==> config.mk <==
export PLATFORM = sky130hd
export DESIGN_NAME = utype_core_flat
export DESIGN_NICKNAME = d
export VERILOG_FILES = /design/src/rtl/utype_pkg.sv /design/src/rtl/utype_if.sv /design/src/rtl/utype_regfile.sv /design/src/rtl/utype_core.sv /design/src/flat_wrapper.sv
export SDC_FILE = /design/constraint.sdc
export NUM_CORES = 2
export LEC_CHECK = 0
export CAP_MARGIN = 20
export CORE_MARGIN = 4
export CORE_UTILIZATION = 50
export DETAILED_ROUTE_END_ITERATION = 8
export PLACE_DENSITY_LB_ADDON = 0.1
export SLEW_MARGIN = 10
export SYNTH_ARGS = -nofsm -noshare
export SYNTH_HDL_FRONTEND = slang
export SYNTH_SLANG_ARGS = --single-unit
==> constraint.sdc <==
create_clock -name clk -period 4.2 [get_ports clk]
set_clock_uncertainty 0.05 [all_clocks]
set_input_delay 0.63 -clock clk [delete_from_list [all_inputs] [get_ports clk]]
set_output_delay 0.63 -clock clk [all_outputs]
set_load 0.02 [all_outputs]
==> src/rtl/utype_pkg.sv <==
// utype_pkg: shared opcodes, FSM state type, instruction field slices and
// the U-type immediate helper for the utype_core execution core.
package utype_pkg;

  localparam int INSTR_W  = 32;
  localparam int XLEN_MAX = 64;

  localparam logic [6:0] OP_LUI   = 7'b0110111;
  localparam logic [6:0] OP_AUIPC = 7'b0010111;

  // Instruction field slices: imm20 = [31:12], rd = [11:7], opcode = [6:0].
  localparam int IMM_MSB = 31;
  localparam int IMM_LSB = 12;
  localparam int IMM_W   = IMM_MSB - IMM_LSB + 1;
  localparam int RD_MSB  = 11;
  localparam int RD_LSB  = 7;
  localparam int OPC_MSB = 6;
  localparam int OPC_LSB = 0;

  typedef enum logic [1:0] {
    IDLE  = 2'd0,
    FETCH = 2'd1,
    EXEC  = 2'd2,
    HALT  = 2'd3
  } state_t;

  // Sign-extended imm20<<12 at the widest supported XLEN; callers keep the
  // low XLEN bits, which is the correct sign extension for either width.
  function automatic logic signed [XLEN_MAX-1:0] sext_uimm(input logic [IMM_W-1:0] imm20);
    return $signed({{(XLEN_MAX-32){imm20[IMM_W-1]}}, imm20, 12'b0});
  endfunction

endpackage

==> src/rtl/utype_if.sv <==
// utype_if: instruction-memory load port plus debug register read port.
// master = the host/bench side, slave = the core side.
interface utype_if
  import utype_pkg::*;
#(
  parameter int XLEN    = 32,
  parameter int IMEM_AW = 6,
  parameter int RA_W    = 5
);
  logic               imem_we;
  logic [IMEM_AW-1:0] imem_addr;
  logic [INSTR_W-1:0] imem_wdata;
  logic [RA_W-1:0]    dbg_raddr;
  logic [XLEN-1:0]    dbg_rdata;

  modport master (output imem_we, imem_addr, imem_wdata, dbg_raddr, input dbg_rdata);
  modport slave  (input imem_we, imem_addr, imem_wdata, dbg_raddr, output dbg_rdata);
endinterface

==> src/rtl/utype_regfile.sv <==
// utype_regfile: NREGS x XLEN register file, one synchronous write port,
// one combinational read port, register 0 hardwired to zero, async clear.
module utype_regfile
  import utype_pkg::*;
#(
  parameter int XLEN  = 32,
  parameter int NREGS = 32,
  parameter int RA_W  = $clog2(NREGS)
) (
  input  logic            clk,
  input  logic            reset,
  input  logic            we,
  input  logic [RA_W-1:0] waddr,
  input  logic [XLEN-1:0] wdata,
  input  logic [RA_W-1:0] raddr,
  output logic [XLEN-1:0] rdata
);

  logic [XLEN-1:0] regs [NREGS];

  // Write port; reset clears every entry so a restarted program sees zeros.
  always_ff @(posedge clk or negedge reset) begin
    if (!reset) begin
      for (int i = 0; i < NREGS; i++) regs[i] <= '0;
    end else if (we && (waddr != '0)) begin
      regs[waddr] <= wdata;
    end
  end

  assign rdata = (raddr == '0) ? '0 : regs[raddr];

endmodule

==> src/rtl/utype_core.sv <==
// utype_core: self-contained LUI/AUIPC core with instruction memory, PC
// sequencer (IDLE/FETCH/EXEC/HALT), register file and debug read port.
// Two cycles per instruction: FETCH reads imem, EXEC decodes and writes back.
// Optional: define UTYPE_RETIRE_CNT_EN to add the saturating 'retired' output.
module utype_core
  import utype_pkg::*;
#(
  parameter int              XLEN       = 32,
  parameter int              IMEM_DEPTH = 64,
  parameter int              IMEM_AW    = $clog2(IMEM_DEPTH),
  parameter int              NREGS      = 32,
  parameter int              RA_W       = $clog2(NREGS),
  parameter logic [XLEN-1:0] RESET_PC   = '0
) (
  input  logic            clk,
  input  logic            reset,
  input  logic            run,
  utype_if.slave          bus,
  output logic [XLEN-1:0] pc,
  output logic            busy,
  output logic            halted,
  output logic            illegal
`ifdef UTYPE_RETIRE_CNT_EN
  ,
  output logic [31:0]     retired
`endif
);

  if (RESET_PC[1:0] != 2'b00) begin : g_bad_reset_pc
    $error("utype_core: RESET_PC must be word-aligned");
  end
  if ((XLEN != 32) && (XLEN != 64)) begin : g_bad_xlen
    $error("utype_core: XLEN must be 32 or 64");
  end

  state_t             state_q, state_d;
  logic [XLEN-1:0]    pc_q, pc_d;
  logic               illegal_q, illegal_d;
  logic               imem_wr;
  logic               fetch_en;
  logic               pc_oor;
  logic               rf_we;

  logic [INSTR_W-1:0] imem [IMEM_DEPTH];
  logic [INSTR_W-1:0] instr_p1;

  logic [6:0]             opcode_p1;
  logic [4:0]             rd_p1;
  logic signed [XLEN-1:0] uimm_p1;
  logic [XLEN-1:0]        result_p1;
  logic                   rd_ok_p1;

  // FETCH -> EXEC boundary: instruction word registered from imem
  assign pc_oor   = (pc_q >> 2) >= XLEN'(IMEM_DEPTH);
  assign fetch_en = (state_q == FETCH) && !pc_oor;

  // Instruction memory: load-port write in IDLE/HALT, synchronous fetch read.
  always_ff @(posedge clk) begin
    if (imem_wr) imem[bus.imem_addr] <= bus.imem_wdata;
    if (fetch_en) instr_p1 <= imem[pc_q[IMEM_AW+1:2]];
  end

  assign opcode_p1 = instr_p1[OPC_MSB:OPC_LSB];
  assign rd_p1     = instr_p1[RD_MSB:RD_LSB];
  assign uimm_p1   = XLEN'(sext_uimm(instr_p1[IMM_MSB:IMM_LSB]));
  assign result_p1 = (opcode_p1 == OP_LUI) ? $unsigned(uimm_p1) : pc_q + $unsigned(uimm_p1);
  assign rd_ok_p1  = (rd_p1 != 5'd0) && (int'(rd_p1) < NREGS);

  // Control state register; reset aborts any in-flight instruction.
  always_ff @(posedge clk or negedge reset) begin
    if (!reset) begin
      state_q   <= IDLE;
      pc_q      <= RESET_PC;
      illegal_q <= 1'b0;
    end else begin
      state_q   <= state_d;
      pc_q      <= pc_d;
      illegal_q <= illegal_d;
    end
  end

  // Next-state, PC update, writeback enable and load-port gating.
  always_comb begin
    state_d   = state_q;
    pc_d      = pc_q;
    illegal_d = illegal_q;
    imem_wr   = 1'b0;
    rf_we     = 1'b0;
    case (state_q)
      IDLE: begin
        imem_wr = bus.imem_we;
        if (run) state_d = FETCH;
      end
      FETCH: begin
        if (pc_oor) begin
          state_d   = HALT;
          illegal_d = 1'b0;
        end else begin
          state_d = EXEC;
        end
      end
      EXEC: begin
        if ((opcode_p1 == OP_LUI) || (opcode_p1 == OP_AUIPC)) begin
          rf_we   = rd_ok_p1;
          pc_d    = pc_q + XLEN'(4);
          state_d = FETCH;
        end else begin
          // All-zero word is a clean stop; anything else is an illegal opcode.
          state_d   = HALT;
          illegal_d = (instr_p1 != '0);
        end
      end
      HALT: begin
        imem_wr = bus.imem_we;
        if (run) begin
          pc_d      = RESET_PC;
          illegal_d = 1'b0;
          state_d   = FETCH;
        end
      end
      default: state_d = IDLE;
    endcase
  end

  // EXEC -> regfile boundary: write lands at the end of EXEC
  utype_regfile #(
    .XLEN  (XLEN),
    .NREGS (NREGS),
    .RA_W  (RA_W)
  ) u_regfile (
    .clk   (clk),
    .reset (reset),
    .we    (rf_we),
    .waddr (rd_p1[RA_W-1:0]),
    .wdata (result_p1),
    .raddr (bus.dbg_raddr),
    .rdata (bus.dbg_rdata)
  );

  assign pc      = pc_q;
  assign busy    = (state_q == FETCH) || (state_q == EXEC);
  assign halted  = (state_q == HALT);
  assign illegal = illegal_q;

`ifdef UTYPE_RETIRE_CNT_EN
  logic        retire;
  logic [31:0] retired_q;

  function automatic logic [31:0] sat_inc(input logic [31:0] v);
    return (v == 32'hFFFF_FFFF) ? v : v + 32'd1;
  endfunction

  assign retire = (state_q == EXEC) && ((opcode_p1 == OP_LUI) || (opcode_p1 == OP_AUIPC));

  // Retired-instruction counter, cleared on reset and on restart from HALT.
  always_ff @(posedge clk or negedge reset) begin
    if (!reset) begin
      retired_q <= '0;
    end else if ((state_q == HALT) && run) begin
      retired_q <= '0;
    end else if (retire) begin
      retired_q <= sat_inc(retired_q);
    end
  end

  assign retired = retired_q;
`endif

endmodule

==> src/flat_wrapper.sv <==
// flat-port wrapper written by rule: the top's interface ports become plain ports
module utype_core_flat import utype_pkg::*;
#(
  parameter int              XLEN       = 32,
  parameter int              IMEM_DEPTH = 64,
  parameter int              IMEM_AW    = $clog2(IMEM_DEPTH),
  parameter int              NREGS      = 32,
  parameter int              RA_W       = $clog2(NREGS),
  parameter logic [XLEN-1:0] RESET_PC   = '0
)
  (clk, reset, run, pc, busy, halted, illegal, bus_imem_we, bus_imem_addr, bus_imem_wdata, bus_dbg_raddr, bus_dbg_rdata);
  utype_if #(.XLEN(XLEN), .IMEM_AW(IMEM_AW), .RA_W(RA_W)) bus_i ();
  input  logic clk;
  input  logic reset;
  input  logic run;
  output logic [XLEN-1:0] pc;
  output logic busy;
  output logic halted;
  output logic illegal;
  input wire logic [$bits(bus_i.imem_we)-1:0] bus_imem_we;
  input wire logic [$bits(bus_i.imem_addr)-1:0] bus_imem_addr;
  input wire logic [$bits(bus_i.imem_wdata)-1:0] bus_imem_wdata;
  input wire logic [$bits(bus_i.dbg_raddr)-1:0] bus_dbg_raddr;
  output wire logic [$bits(bus_i.dbg_rdata)-1:0] bus_dbg_rdata;
  assign bus_i.imem_we = bus_imem_we;
  assign bus_i.imem_addr = bus_imem_addr;
  assign bus_i.imem_wdata = bus_imem_wdata;
  assign bus_i.dbg_raddr = bus_dbg_raddr;
  assign bus_dbg_rdata = bus_i.dbg_rdata;
  utype_core #(.XLEN(XLEN), .IMEM_DEPTH(IMEM_DEPTH), .IMEM_AW(IMEM_AW), .NREGS(NREGS), .RA_W(RA_W), .RESET_PC(RESET_PC)) u_core (.clk(clk), .reset(reset), .run(run), .bus(bus_i), .pc(pc), .busy(busy), .halted(halted), .illegal(illegal));
endmodule
### Word level (Yosys, flattened, before mapping)

Memories as Yosys holds them, arrays and structs flattened. A register that Yosys moved wholly into a read port is not among the register bits.
Cells that the tools add are included.

* bits in registers: 1059
* bits in latches: 0
* bits in writable memories: 2048
* bits in read-only memories: 0
* bits of input ports: 47
* word-level logic and storage cells: 93
* memories: 1

* $add $sub $neg: 2
* $mul: 0
* div/mod/pow operators: 0
* magnitude comparators: 4
* eq/ne operators: 10
* shift operators: 0
* muxes and demuxes: 24
* bitwise logic cells: 2
* reductions and logical operators: 15

Memories
* u_core.imem: words 64, bits a word 32, read ports 1, clocked after Yosys merged registers in 1, write ports 1, line utype_core.sv:44 `logic [INSTR_W-1:0] imem [IMEM_DEPTH];`

Operators with widths (count)
* $bwmux 1024: 1
* $mux 32: 7
* $bmux 32 s5: 1
* $demux 32 s5: 1
* $pmux 32 s2: 1
* $add 32x3->32 const B: 1
* $add 32x32->32: 1
* $reduce_bool 32->1: 1
* $ge 30x7->1 const B: 1
* $ge 6x6->1 const B: 2
* $not 5->6: 2
* $mux 1: 9
* $eq 7x5->1 const B: 1
* $eq 7x6->1 const B: 1
* $lt 6x1->1 const B: 1
* $ne 2x1->1 const B: 3
* $pmux 2 s3: 1
* $logic_not 5->1: 1
* $reduce_bool 5->1: 1
* $eq 2x2->1 const B: 2
* $mux 2: 2
* $ne 2x2->1 const B: 2
* $reduce_and 4->1: 1
* $logic_and 1x1->1: 3
* 9 further kinds: 10

### Depth between registers and ports, before layout

* depth in word-level cells: 6
* gate-level depth with buffers: 11
* mapped depth without buffers: 9

### Hierarchy

A second synthesis with hierarchy kept.

* cells, all modules: 6465
* area, all modules: 128607.1 µm²

By module, submodules not included
* utype_core: times used 1, cells each 3516, area each 81958.6 µm², sequential area each 63285.7 µm²
* utype_regfile: times used 1, cells each 2949, area each 46648.5 µm², sequential area each 25624.6 µm²

### Least setup slack after synthesis

No wires, ideal clock.

* kind: in2out
* start: input bus_dbg_raddr[0]
* end: output bus_dbg_rdata[1]
* arrival: 2777 ps
* data required time: 3520 ps
* slack: 743 ps
* stages: 7
* buffers on the path: 3
* cells stage by stage: clkbuf_1 -> clkbuf_1 -> mux4_2 -> mux4_2 -> mux2i_1 -> nor2_1 -> buf_4

* word-level cells in the longest chain between the ends: 5
* elaborated cells on any way between the ends: 6
* classes of those cells: mux (4); bitwise (1); reduce/logical (1)

RTL lines
* from (decl): line flat_wrapper.sv:23 `input wire logic [$bits(bus_i.dbg_raddr)-1:0] bus_dbg_raddr;`
* $not 5->6 (not written as such): line utype_regfile.sv:30 `assign rdata = (raddr == '0) ? '0 : regs[raddr];`
* $bmux 32 s5: line utype_regfile.sv:30
* $mux 32 (not written as such) (2 in a row): line utype_regfile.sv:30
* $mux 32 (*): line utype_regfile.sv:30
* to (decl): line flat_wrapper.sv:24 `output wire logic [$bits(bus_i.dbg_rdata)-1:0] bus_dbg_rdata;`

Mark *: on every way between the ends. The rest lies on a longest branch, timed or not. The select of a mux whose other input is x is not followed.

### Final worst setup path

* start: input bus_dbg_raddr[0]
* end: output bus_dbg_rdata[9]

Same word-level chain as after synthesis.

==> summary.json <==
{
  "timing.hold.worst.class": "in2reg",
  "vdd_ir_max_v": 0.000374,
  "number_of_buffers_on_the_longest_clock_path": 4,
  "grt_max_degree": 96,
  "yosysUniqueCellTypes": 67,
  "final_period_minus_worst_setup_slack_ns": 4.11,
  "seq_power_share_pct": 47.6,
  "r2r_setup_slack_ns": 0.69,
  "groute.usage.overall_pct": 26.9,
  "netSwitchingFraction_pct": 24.9,
  "post_route_cells_drive_above_1_share_pct": 25.2,
  "final_core_util_pct": 57.5,
  "number_of_top_level_design_ports": 114,
  "port-buffer-count": 111,
  "rsz0062_at_grt": "no",
  "finalInstanceArea_mm2": 0.145,
  "dieArea_mm2": 0.260,
  "syn-instance-count": 7402,
  "power.switching_mw": 17.7,
  "clk_pin_slew_ns": 0.06,
  "fillerInstances": 19000,
  "drv.max_cap_violation_count": 0,
  "synth_enable_flop_cells": 2080,
  "path_max_fanout": 29,
  "grt_pass1_wl_um": 505000,
  "drv_slew": 0,
  "critical_path_class": "in2out",
  "final_antenna_net_count": 0,
  "first_global_vias": 71000,
  "post-route-drc-count": 0,
  "placement_rows": 184,
  "final-instance-count-excl-fill": 11300,
  "syn-mean-instance-area_um2": 17.0,
  "layout.nets": 7714,
  "place.detailed.instances": 10600,
  "cp-end-kind": "primary output",
  "place_hpwl_um": 197000,
  "timing_hold_violations_final": 0,
  "routed_wire_length_per_instance_um": 30.8,
  "areaGrowthSynthToFinish_pct": 14.7,
  "initialDrtViolationCount": 7010,
  "postSynth.topFlopCell": "sky130_fd_sc_hd__edfxtp_1",
  "seq_area_frac_synth_pct": 69.9,
  "combPwrFrac_pct": 11.7,
  "setup_viol": 0,
  "synthesis.area_mm2": 0.126,
  "clock_sinks": 3105,
  "worst-endpoint-required_ns": 3.52,
  "num_vias": 69700,
  "tritoncts_clock_tree": "done",
  "timing.critical_path.arrival_ns": 3.43,
  "die_width_um": 510,
  "clkLatencyLatePin_ns": 0.91,
  "synth-seq-cells": 3105,
  "start_kind": "input port",
  "final.period_utilization_pct": 97.9,
  "totalWireLength_um": 347000,
  "cts_inserted_buffers": 335,
  "design_power_total_mw": 70.9,
  "worst_slew_margin_rel_pct": 24.0,
  "dpl_cell_area_mm2": 0.133,
  "cts_setup_buffers": 0,
  "core_region_area_mm2": 0.251,
  "ys.warnings.count": 0,
  "power.internal_mw": 53.2,
  "detail_route.vias_per_cell": 6.19,
  "global_route.overflow_total": 0,
  "first_drt_pass_iteration_count": 8,
  "initial_antenna_violation_count": 20,
  "postSynth.asyncResetShare_pct": 33.0,
  "ctsHtreeMaxLevel": 5,
  "clock.fmax_mhz": 243,
  "place_congestion": 0.855,
  "run_status": "completed",
  "cts-root-buf": "sky130_fd_sc_hd__clkbuf_16",
  "power.static_leakage_nw": 50.7,
  "worst-slew-pin-transition_ns": 1.14,
  "cellPowerDensity_mw_per_mm2": 491,
  "share_clk_of_total_power_pct": 40.7,
  "floorplan.initialDensity_pct": 50.2,
  "dieHeight_um": 510
}
## cells in the final DEF (no fill, tap or decap), drive strengths merged, types with 9 or more instances in the layout
| cell type | count |
|---|---|
| edfxtp | 2080 |
| dfrtp | 1025 |
| mux4 | 948 |
| nand2 | 908 |
| o21ai | 667 |
| clkbuf | 441 |
| buf | 431 |
| nor2 | 349 |
| o31ai | 195 |
| clkinv | 125 |
| a21oi | 107 |
| a22oi | 92 |
| clkdlybuf4s50 | 73 |
| nand4 | 40 |
| mux2i | 40 |
| and2 | 38 |
| mux2 | 33 |
| o311ai | 32 |
| nand3 | 30 |
| inv | 25 |
| ha | 24 |
| bufinv | 23 |
| xnor2 | 16 |
| diode | 15 |
| nor4 | 15 |
| and3 | 13 |
| nor3 | 12 |
| xor2 | 9 |
| a31oi | 9 |
| nor3b | 9 |
## flip-flops by register name, indices dropped and copies added (netlist names)
signal and flops:
u_core.illegal 1, u_core.imem 2048, u_core.instr_p1 32, u_core.state_q 2, u_core.pc 30, u_core.u_regfile.regs 992
## cells in the mapped netlist, types with 3 or more instances
cell type,count,area [um2]
sky130_fd_sc_hd__o31ai_1,195,1460
sky130_fd_sc_hd__a211oi_1,4,30.0
sky130_fd_sc_hd__nor4_1,14,87.6
sky130_fd_sc_hd__and3b_1,6,52.6
sky130_fd_sc_hd__a31oi_1,9,56.3
sky130_fd_sc_hd__mux4_2,948,21400
sky130_fd_sc_hd__xor2_1,9,78.8
sky130_fd_sc_hd__nand2_1,908,3410
sky130_fd_sc_hd__buf_4,4,30.0
sky130_fd_sc_hd__edfxtp_1,2080,62500
sky130_fd_sc_hd__a21oi_1,107,536
sky130_fd_sc_hd__nand3b_1,7,52.6
sky130_fd_sc_hd__o21ai_0,646,3230
sky130_fd_sc_hd__o311ai_1,30,263
sky130_fd_sc_hd__dfrtp_1,1025,25600
sky130_fd_sc_hd__nor3_1,12,60.1
sky130_fd_sc_hd__nand4_1,40,250
sky130_fd_sc_hd__buf_1,54,203
sky130_fd_sc_hd__o21bai_1,3,22.5
sky130_fd_sc_hd__clkbuf_1,439,1650
sky130_fd_sc_hd__or4_1,3,22.5
sky130_fd_sc_hd__nand3_1,30,150
sky130_fd_sc_hd__o211ai_1,4,30.0
sky130_fd_sc_hd__buf_2,101,505
sky130_fd_sc_hd__buf_6,7,78.8
sky130_fd_sc_hd__ha_1,24,300
sky130_fd_sc_hd__a22oi_1,92,691
sky130_fd_sc_hd__nand2b_1,5,31.3
sky130_fd_sc_hd__and2_1,38,238
sky130_fd_sc_hd__nor2_1,349,1310
sky130_fd_sc_hd__o21ai_1,21,105
sky130_fd_sc_hd__or3_1,7,43.8
sky130_fd_sc_hd__mux2i_1,40,400
sky130_fd_sc_hd__xnor2_1,16,140
sky130_fd_sc_hd__a21o_1,8,60.1
sky130_fd_sc_hd__inv_1,19,71.3
sky130_fd_sc_hd__mux2_2,33,372
sky130_fd_sc_hd__o41ai_1,3,26.3
sky130_fd_sc_hd__nor2b_1,8,50.1
sky130_fd_sc_hd__and3_1,13,81.3
sky130_fd_sc_hd__nor3b_1,8,60.1
## critical path, stage by stage
cell                              delay (ns)
sky130_fd_sc_hd__buf_12                 0.25
sky130_fd_sc_hd__buf_12                 0.31
sky130_fd_sc_hd__mux4_2                 0.54
sky130_fd_sc_hd__mux4_2                 0.50
sky130_fd_sc_hd__mux2i_1                0.34
sky130_fd_sc_hd__buf_4                  0.18
sky130_fd_sc_hd__nor2_1                 0.03
sky130_fd_sc_hd__clkdlybuf4s50_1        0.56
## power groups by stage
stage / sequential (mW) / combinational, mW / clock, mW
2_1_floorplan: 34.0 / 4.91 / 0
3_3_place_gp: 34.3 / 8.25 / 0
3_5_place_dp: 34.3 / 8.34 / 0
4_1_cts: 33.7 / 8.36 / 29.4
5_1_grt: 33.7 / 8.84 / 30.6
6_report: 33.7 / 8.32 / 28.8
## cell families (layout without fill, tap and decap cells)
family	count (synthesis)	in the layout	synth area share, %
AO/OA/AOI/OAI	1143	1143	5.32
adder cells (fa/ha/maj)	25	25	0.254
other	1	17	0.00298
flip-flops	3105	3105	69.9
multiplexers	1021	1021	17.6
XOR/XNOR	25	25	0.174
AND/OR/NAND/NOR	1458	1458	4.77
buffers and inverters	624	1126	2.01
## worst paths after layout
check	from	cells after the start	end
worst max-delay path	bus_dbg_raddr[0]	8	bus_dbg_rdata[9]
worst min-delay path	bus_imem_wdata[2]	1	u_core.imem[12][2]
worst max register to register	u_core.state_q[0]	6	u_core.imem[31][5]
worst min register to register	u_core.u_regfile.regs[1020]	0	u_core.u_regfile.regs[1020]
max in group asynchronous	reset	3	u_core.u_regfile.regs[306]
min in group asynchronous	reset	2	u_core.u_regfile.regs[214]
## routing by layer
metal  vias to the layer above  global-route usage (%)  routed length, um
met5                         -                       0                 92
li1                      29400                       -                  -
met1                     37300                    37.8             145000
met2                      2418                    44.2             170000
met3                       565                    3.74              20000
met4                        14                    8.14              11600
## layout make-up
type	count	area (um2)	share of cell area, %
antenna	15	37.5	0.0260
clock buffer	439	9280	6.42
clock inverter	161	1470	1.01
inverter	19	71.3	0.0493
multi-input combinational	3674	36100	25.0
sequential	3105	88100	61.0
tap	3348	4190	2.90
timing repair buffer	507	5260	3.64
## through the flow
stage	hold slack, ns	setup slack (ns)	setup TNS [ns]
final	0.0880	0.0903	0
after global placement	0.312	-0.419	-0.719
after floorplan	0.284	0.743	0
after CTS	0.0483	0.0242	0
after global routing	0.0860	0.00923	0
after detailed placement	0.313	-0.431	-0.742
## timing repair
action | CTS | global route
pin swaps | 0 | 0
cloned | 0 | 1
gates resized for setup | 5 | 5
hold buffers | 1 | 0
endpoints found under the setup margin | 5 | 2
endpoints found under the hold margin | 66 | 0
No activity file was read; power rests on OpenSTA's default activity.
